$ cat src/rtl/conv_pkg.sv
// Shared definitions for the convolution B-bus sequencer.
// Holds the B-bus mux select codes and the sequencer state encoding.
package conv_pkg;

  localparam int unsigned SEL_CODE_W = 5;

  // B-bus mux select codes
  localparam logic [SEL_CODE_W-1:0] SEL_MDR  = 5'd0;
  localparam logic [SEL_CODE_W-1:0] SEL_K0   = 5'd1;
  localparam logic [SEL_CODE_W-1:0] SEL_K1   = 5'd2;
  localparam logic [SEL_CODE_W-1:0] SEL_K2   = 5'd3;
  localparam logic [SEL_CODE_W-1:0] SEL_K3   = 5'd4;
  localparam logic [SEL_CODE_W-1:0] SEL_K4   = 5'd5;
  localparam logic [SEL_CODE_W-1:0] SEL_K5   = 5'd6;
  localparam logic [SEL_CODE_W-1:0] SEL_K6   = 5'd7;
  localparam logic [SEL_CODE_W-1:0] SEL_K7   = 5'd8;
  localparam logic [SEL_CODE_W-1:0] SEL_K8   = 5'd9;
  localparam logic [SEL_CODE_W-1:0] SEL_P1   = 5'd10;
  localparam logic [SEL_CODE_W-1:0] SEL_P2   = 5'd11;
  localparam logic [SEL_CODE_W-1:0] SEL_P3   = 5'd12;
  localparam logic [SEL_CODE_W-1:0] SEL_DP   = 5'd13;
  localparam logic [SEL_CODE_W-1:0] SEL_CV   = 5'd14;
  localparam logic [SEL_CODE_W-1:0] SEL_I    = 5'd15;
  localparam logic [SEL_CODE_W-1:0] SEL_MBRU = 5'd16;

  typedef enum logic [2:0] {
    ST_IDLE   = 3'd0,
    ST_CLR    = 3'd1,
    ST_FETCH  = 3'd2,
    ST_PIX    = 3'd3,
    ST_KER    = 3'd4,
    ST_RESULT = 3'd5,
    ST_DONE   = 3'd6,
    ST_ERR    = 3'd7
  } state_t;

endpackage

$ cat src/rtl/conv_tap_counter.sv
// Kernel tap index counter with clear, saturating increment and last-tap flag.
// Ports: clk, reset (sync, active-high), clr, inc -> idx (current tap), last (idx==NTAPS-1).
module conv_tap_counter #(
  parameter int unsigned NTAPS = 9
) (
  input  logic       clk,
  input  logic       reset,
  input  logic       clr,
  input  logic       inc,
  output logic [3:0] idx,
  output logic       last
);

  assign last = (idx == 4'(NTAPS - 1));

  // Increment saturates at the last tap so the index never wraps
  always_ff @(posedge clk) begin
    if (reset || clr) begin
      idx <= 4'd0;
    end else if (inc && !last) begin
      idx <= idx + 4'd1;
    end
  end

endmodule

$ cat src/rtl/conv_bbus_sequencer.sv
// Sequences the B-bus mux and MAC enables through one 3x3 convolution window.
// Inputs : clk, reset (sync, active-high), start, abort, mem_ack.
// Outputs: mem_req, tap_idx, bbus_sel, mdr_ld, acc_clr, pix_ld, mac_en, res_we,
//          busy, done, err. All outputs are registered except mdr_ld, which
//          follows mem_ack while a fetch is outstanding.
module conv_bbus_sequencer
  import conv_pkg::*;
#(
  parameter int unsigned NTAPS   = 9,
  parameter int unsigned SEL_W   = 5,
  parameter int unsigned TIMEOUT = 64
) (
  input  logic             clk,
  input  logic             reset,
  input  logic             start,
  input  logic             abort,
  input  logic             mem_ack,
  output logic             mem_req,
  output logic [3:0]       tap_idx,
  output logic [SEL_W-1:0] bbus_sel,
  output logic             mdr_ld,
  output logic             acc_clr,
  output logic             pix_ld,
  output logic             mac_en,
  output logic             res_we,
  output logic             busy,
  output logic             done,
  output logic             err
);

  localparam int unsigned CNT_W = (TIMEOUT > 2) ? $clog2(TIMEOUT) : 1;

  state_t           state;
  state_t           state_nxt;
  logic [CNT_W-1:0] to_cnt;
  logic             tap_last;
  logic             tap_clr;
  logic             tap_inc;

  conv_tap_counter #(.NTAPS(NTAPS)) u_tap (
    .clk   (clk),
    .reset (reset),
    .clr   (tap_clr),
    .inc   (tap_inc),
    .idx   (tap_idx),
    .last  (tap_last)
  );

  assign tap_clr = (state == ST_CLR) || (state == ST_ERR);
  assign tap_inc = (state == ST_KER) && (state_nxt == ST_FETCH);

  // MDR loads in the same cycle the memory acknowledges
  assign mdr_ld = mem_req & mem_ack;

  // Next-state logic; abort overrides everything in the abortable states
  always_comb begin
    state_nxt = state;
    case (state)
      ST_IDLE:   if (start) state_nxt = ST_CLR;
      ST_CLR:    state_nxt = ST_FETCH;
      ST_FETCH: begin
        if (mem_ack)                           state_nxt = ST_PIX;
        else if (to_cnt == CNT_W'(TIMEOUT - 1)) state_nxt = ST_ERR;
      end
      ST_PIX:    state_nxt = ST_KER;
      ST_KER:    state_nxt = tap_last ? ST_RESULT : ST_FETCH;
      ST_RESULT: state_nxt = ST_DONE;
      ST_DONE:   state_nxt = ST_IDLE;
      ST_ERR:    state_nxt = ST_IDLE;
      default:   state_nxt = ST_IDLE;
    endcase
    if (abort && (state inside {ST_CLR, ST_FETCH, ST_PIX, ST_KER, ST_RESULT})) begin
      state_nxt = ST_ERR;
    end
  end

  // State, timeout counter and Moore outputs decoded from the next state so
  // that each output is valid throughout the cycle of its state
  always_ff @(posedge clk) begin
    if (reset) begin
      state    <= ST_IDLE;
      to_cnt   <= '0;
      mem_req  <= 1'b0;
      bbus_sel <= SEL_W'(SEL_MDR);
      acc_clr  <= 1'b0;
      pix_ld   <= 1'b0;
      mac_en   <= 1'b0;
      res_we   <= 1'b0;
      busy     <= 1'b0;
      done     <= 1'b0;
      err      <= 1'b0;
    end else begin
      state    <= state_nxt;
      to_cnt   <= ((state == ST_FETCH) && (state_nxt == ST_FETCH)) ? to_cnt + CNT_W'(1) : '0;
      mem_req  <= (state_nxt == ST_FETCH);
      acc_clr  <= (state_nxt == ST_CLR);
      pix_ld   <= (state_nxt == ST_PIX);
      mac_en   <= (state_nxt == ST_KER);
      res_we   <= (state_nxt == ST_RESULT);
      busy     <= (state_nxt != ST_IDLE);
      done     <= (state_nxt == ST_DONE);
      err      <= (state_nxt == ST_ERR);
      // KER is only entered from PIX, where tap_idx already holds the KER tap
      case (state_nxt)
        ST_KER:    bbus_sel <= SEL_W'(SEL_K0) + SEL_W'(tap_idx);
        ST_RESULT: bbus_sel <= SEL_W'(SEL_CV);
        default:   bbus_sel <= SEL_W'(SEL_MDR);
      endcase
    end
  end

endmodule

$ cat config.mk
export PLATFORM = sky130hd
export DESIGN_NAME = conv_bbus_sequencer
export DESIGN_NICKNAME = d
export VERILOG_FILES = /design/src/rtl/conv_pkg.sv /design/src/rtl/conv_tap_counter.sv /design/src/rtl/conv_bbus_sequencer.sv
export SDC_FILE = /design/constraint.sdc
export NUM_CORES = 1
export LEC_CHECK = 0
export CAP_MARGIN = 30
export CORE_ASPECT_RATIO = 1.1
export CORE_MARGIN = 5
export CORE_UTILIZATION = 40
export DETAILED_ROUTE_END_ITERATION = 16
export PLACE_DENSITY = 0.61
export SLEW_MARGIN = 20
export SYNTH_ARGS = -nofsm -noshare
export SYNTH_HDL_FRONTEND = slang
export SYNTH_SLANG_ARGS = --single-unit
$ cat constraint.sdc
create_clock -name clk -period 2.18 [get_ports clk]
set_input_delay 0.436 -clock clk [delete_from_list [all_inputs] [get_ports clk]]
set_output_delay 0.436 -clock clk [all_outputs]
set_load 0.02 [all_outputs]
==> results.cfg <==
[setup_path]
crit_end = mdr_ld
r2r_start = u_tap.idx[0]$_SDFFE_PP0P_
r2r_end = acc_clr$_SDFF_PP0_
reg2reg_depth = 6
cp-start-kind = primary input
crit_type = primary input to output pin
arrival_ps = 1630
path_max_fanout = 2
rrSetupSlack_ps = 360
startpoint = mem_ack
end_kind = output pin
required_ps = 1740

[synthesis]
syn_nets = 141
ys.flop_type = dfxtp_1
netlist_top_cells_area = dfxtp_1 39%, xnor2_1 3.9%, nor2_1 3.6%
synth_area_leader_cell = dfxtp_1
ys_seq_area_share_pct = 38.7
syn_area_sq_um = 1350
yosysUniqueCellTypes = 50
yosysMostFrequentCell = dfxtp_1
ys_warn_count = 0
ys_ff_latch = 26
avgSynthCellArea_sq_um = 10.1
synth.top_cell.area_share_pct = 38.7
ys_top_cells_by_count = 26 x dfxtp_1, 13 x nor2_1
synth_edf_count = 0
async_flop_share_pct = 0
netlist_instances = 133

[timing]
tightest_slew_ps = 590
max_freq_mhz = 484
hold_slack_ps = 490
slew_violations = 0
skew_ps = 11.7
finalCritPeriodShare_pct = 94.7
rsz0062_at_grt = no
finalCriticalPeriod_ps = 2060
setup_viol_count_final = 0
max_slew_margin_pct = 60.6
setup-tns-final_ps = 0
final_hold_viol_count = 0

[drt]
postRouteAntennaNets = 0
wl_met2_mm = 1.46
wl_mm = 2.84
viasPerCell = 5.63
top_layer = met4
wl_met1_mm = 1.24
drt_iter0_drc = 23
vias = 1081
first_pass_iters = 4
drc = 0
wl_met3_um = 89
avgRoutedWirePerCell_um = 14.8

[global_route]
antenna_found_initial = 0
grt_pass1_wl_mm = 5.06
grt.overflow.total = 0
grt_max_degree = 16
grt_pass1_vias = 1107
track_usage_pct = 13.8

[place]
place_inst = 188
gp_congestion = 0.878
io_buffers = 22
dp_hpwl_mm = 2.21

[worst_hold_path]
min_path_type = flip-flop to flip-flop

[final_layout]
drive_gt1_share_pct = 18.6
nNetsFinal = 165
layout.cells.non_filler = 192
diodes = 0
fillers = 325
layout-area-overhead-vs-synth_pct = 22.6
finish.utilization_pct = 49.9

[floorplanning]
placement_rows = 22
pin_count = 23
die_w_um = 65.3
core_area_sq_um = 3300
start_util_pct = 40.7
dieArea_sq_um = 4620
die_h_um = 70.8

[clock_network]
cts_tree = yes
h-tree-depth = 1
postCtsSetupBuffers = 0
clkLatencyLatePin_ps = 330
clock_path_buffers = 2
cts_buffers = 3
clockRootBuffer = clkbuf_4
clock-sinks = 26
cts_resized = 0
clk_pin_slew_ps = 150
hold_buffers = 0

[outcome]
status = completed

[run]
cap_viol_max_count = 0

[pwr]
cellLeakagePower_uw = 0.000559
p_per_area_nw_per_um2 = 1080
power_uw = 1780
ir_worst_vdd_mv = 0.397
-- critical path: stages --
cell	delay, ps
clkdlybuf4s50_1	470
and2_1	120
clkdlybuf4s50_1	600
-- how the worst min path moves through the flow --
stage	cells after the start	startpoint	to	slack, ps
2_1_floorplan	1	to_cnt[0]$_SDFF_PP0_	to_cnt[0]$_SDFF_PP0_	430
3_3_place_gp	1	to_cnt[0]$_SDFF_PP0_	to_cnt[0]$_SDFF_PP0_	440
3_5_place_dp	1	to_cnt[0]$_SDFF_PP0_	to_cnt[0]$_SDFF_PP0_	460
4_1_cts	1	to_cnt[0]$_SDFF_PP0_	to_cnt[0]$_SDFF_PP0_	480
5_1_grt	1	to_cnt[0]$_SDFF_PP0_	to_cnt[0]$_SDFF_PP0_	510
6_report	1	to_cnt[0]$_SDFF_PP0_	to_cnt[0]$_SDFF_PP0_	490
-- state kept, by name, indices dropped and copies added (netlist names) --
signal / count
mac_en: 1
bbus_sel: 5
mem_req: 1
u_tap.idx: 4
err: 1
busy: 1
done: 1
pix_ld: 1
to_cnt: 6
res_we: 1
state: 3
acc_clr: 1
-- report_power, final --
| part | switching [uW] | internal [uW] | leakage, uW |
|---|---|---|---|
| Sequential | 122 | 545 | 0.000211 |
| Combinational | 436 | 342 | 0.000320 |
| Clock | 150 | 186 | 0.0000279 |
| Total | 708 | 1070 | 0.000559 |
-- through the flow --
| stage | cell area [sq um] | setup WS (ps) |
|---|---|---|
| 2_1_floorplan | 1350 | 449 |
| 3_3_place_gp | 1600 | 114 |
| 3_5_place_dp | 1600 | 94.6 |
| 4_1_cts | 1650 | 107 |
| 5_1_grt | 1650 | 79.3 |
| 6_report | 1650 | 116 |
-- area by class of cell --
class / instances / area [sq um] / share of cell area [%]
clock inverters: 1 / 30.0 / 1.82
repair buffers: 25 / 243 / 14.7
inverters: 6 / 22.5 / 1.37
flip-flops and latches: 26 / 520 / 31.6
clock buffers: 3 / 22.5 / 1.37
multi-input cells: 95 / 766 / 46.4
well taps: 36 / 45.0 / 2.73
-- placed cells by master, fill, tap and decap left out, types with 2 or more instances in the layout --
cell type        Yosys  final
inv_1                5      5
buf_4                1      3
xnor2_1              6      6
nand3_1              6      6
xor2_1               4      4
dfxtp_1             26     26
nand2_1              3      3
a31oi_4              2      2
a21o_1               2      2
nor2_2               2      2
o221ai_2             3      3
nand2b_1             6      6
ha_1                 3      3
nor3b_1              3      3
nor3_2               2      2
o21a_1               3      3
nor3_1               2      2
clkbuf_4             0      3
nor4_1               6      6
nor2_1              13     13
a21oi_1              3      3
clkdlybuf4s50_1      0     22
-- routing by layer --
metal	global-route usage, %	up-vias
met5	0	-
met4	5.53	0
met3	1.90	7
met2	24.1	26
met1	16.7	518
li1	-	530
-- cell families (layout without fill, tap and decap cells) --
logic type | after synthesis | count (layout) | share of synthesized area (%)
mux | 1 | 1 | 0.744
fa+ha+maj | 3 | 3 | 2.79
simple gates | 56 | 56 | 27.9
buf+inv | 12 | 35 | 4.37
xor+xnor | 10 | 10 | 6.51
flops | 26 | 26 | 38.7
compound gates | 25 | 25 | 19.0
Note: power is estimated with default switching activity, not from simulation.
==> RTL change, RTL diff (same flow settings) <==
`TIMEOUT`: 64 -> 128.
--- a/src/rtl/conv_bbus_sequencer.sv
+++ b/src/rtl/conv_bbus_sequencer.sv
@@ -10,3 +10,3 @@
   parameter int unsigned SEL_W   = 5,
-  parameter int unsigned TIMEOUT = 64
+  parameter int unsigned TIMEOUT = 128
 ) (
Function: no difference found for any inputs over 10 cycles, from zero or initial values and one cycle with reset high; that may be too few to reach the edited logic, so the function may still have changed.
==> RTL change against the original RTL <==
  * Cell count decreased by 2.1%
  * Wire length is 20% lower
  * Register-to-register slack worse by 190 ps
  * Design area shrank 11%
  * Sequential cell count rose by 1
  * Critical path depth is 3 higher
  * Non-clock buffer count up 3
  * Setup slack gained 51 ps
  * First-iteration DRC count up 26%
  * Clock skew is 8.0 ps lower
  * Largest cell class unchanged
  * Synthesized area fell by 13%
Power is not compared: it rests on default switching activity, and its combinational part moved more than twofold at a synthesized area within 25%.
==> RTL change: results <==
status:
  status: "finished clean"
placement:
  preCtsSetupSlack_ps: 7.31
  place.gp.congestion: 0.816
  place.detailed.instances: 184
  hpwlAfterDp_um: 1820
  post_dp_cell_area_um2: 1450
worst_setup_path:
  critical_path_peak_fanout: 7
  critical-path-top-delay-family: "simple AND/OR/NAND/NOR gates"
  crit_path_largest_cell_delay_ps: 500
  worstPathArrival_ps: 2290
  worst_path_max_delay_cell: "sky130_fd_sc_hd__or3b_1"
yosys:
  syn-num-nets: 135
  ys_seq_area_frac: 0.463
  netlist-cell-type-count: 38
  synth_commonest_cells: "27 x sky130_fd_sc_hd__dfxtp_1, 18 x sky130_fd_sc_hd__nor2_1, 8 x sky130_fd_sc_hd__a21oi_1, 8 x sky130_fd_sc_hd__inv_1"
  ys_top_cells_by_area: "sky130_fd_sc_hd__dfxtp_1 46%, sky130_fd_sc_hd__nor2_1 5.8%, sky130_fd_sc_hd__xnor2_1 3.8%"
layout:
  reg_top3: "to_cnt x7, bbus_sel x5, u_tap.idx x4"
  final_nets: 164
drt:
  routed_wirelength_um: 2260
  detail_route.iter0.violations: 29
  vias_per_cell: 5.01
global_routing:
  grt_first_pass_wirelength_um: 3950
  first_global_vias: 894
  gr-usage-all-layers: 0.126
timing:
  max_slew.worst_pin.slew_ps: 507
==> RTL change: repair_timing <==
| item | in CTS | in global routing |
|---|---|---|
| endpoints found under the setup margin | 1 | 0 |
| hold endpoints to repair | 0 | 0 |
| gates resized for setup | 1 | 0 |
| hold buffers | 0 | 0 |
==> RTL change: per-layer routing <==
metal / part of all wire / global-route usage
met1: 0.42 / 0.150
met2: 0.51 / 0.217
met3: 0.061 / 0.0291
met4: 0.0080 / 0.0398
met5: 0 / 0
==> RTL change: area by class of cell <==
type	instances	area (um2)
inverter	8	30.0
multi-input combinational	88	569
fill	265	1310
sequential	27	541
clock inverter	1	5.00
tap	33	41.3
clock buffer	3	22.5
timing repair buffer	28	264
==> RTL change: worst reg2reg max path: cells and delay by family, from the launching register on <==
family                   cells  cell delay (ps)
flip-flops                   1              370
adder cells (fa/ha/maj)      1              200
AO/OA/AOI/OAI                1              290
AND/OR/NAND/NOR              4             1120
==> RTL change: metrics by stage <==
step	total power (uW)	hold slack (ps)
3_5_place_dp	930	437
5_1_grt	1210	491
6_report	1120	454
2_1_floorplan	807	413
3_3_place_gp	923	429
4_1_cts	1140	457
==> RTL change: worst paths after layout <==
path	cells after the start	from	slack (ps)	to
setup / recovery	6	to_cnt[0]	170	bbus_sel[4]
hold / removal	1	to_cnt[0]	450	to_cnt[0]
setup reg to reg	6	to_cnt[0]	170	bbus_sel[4]
hold reg to reg	1	to_cnt[0]	450	to_cnt[0]
==> RTL change: kinds of logic (layout without fill, tap and decap cells) <==
kind of cell	Yosys count	in the layout	synth area share
multiplexers	1	1	0.00857
adder cells (fa/ha/maj)	3	3	0.0322
XOR/XNOR	9	9	0.0675
AO/OA/AOI/OAI	18	18	0.110
AND/OR/NAND/NOR	57	57	0.269
buffers and inverters	12	40	0.0493
flip-flops	27	27	0.463
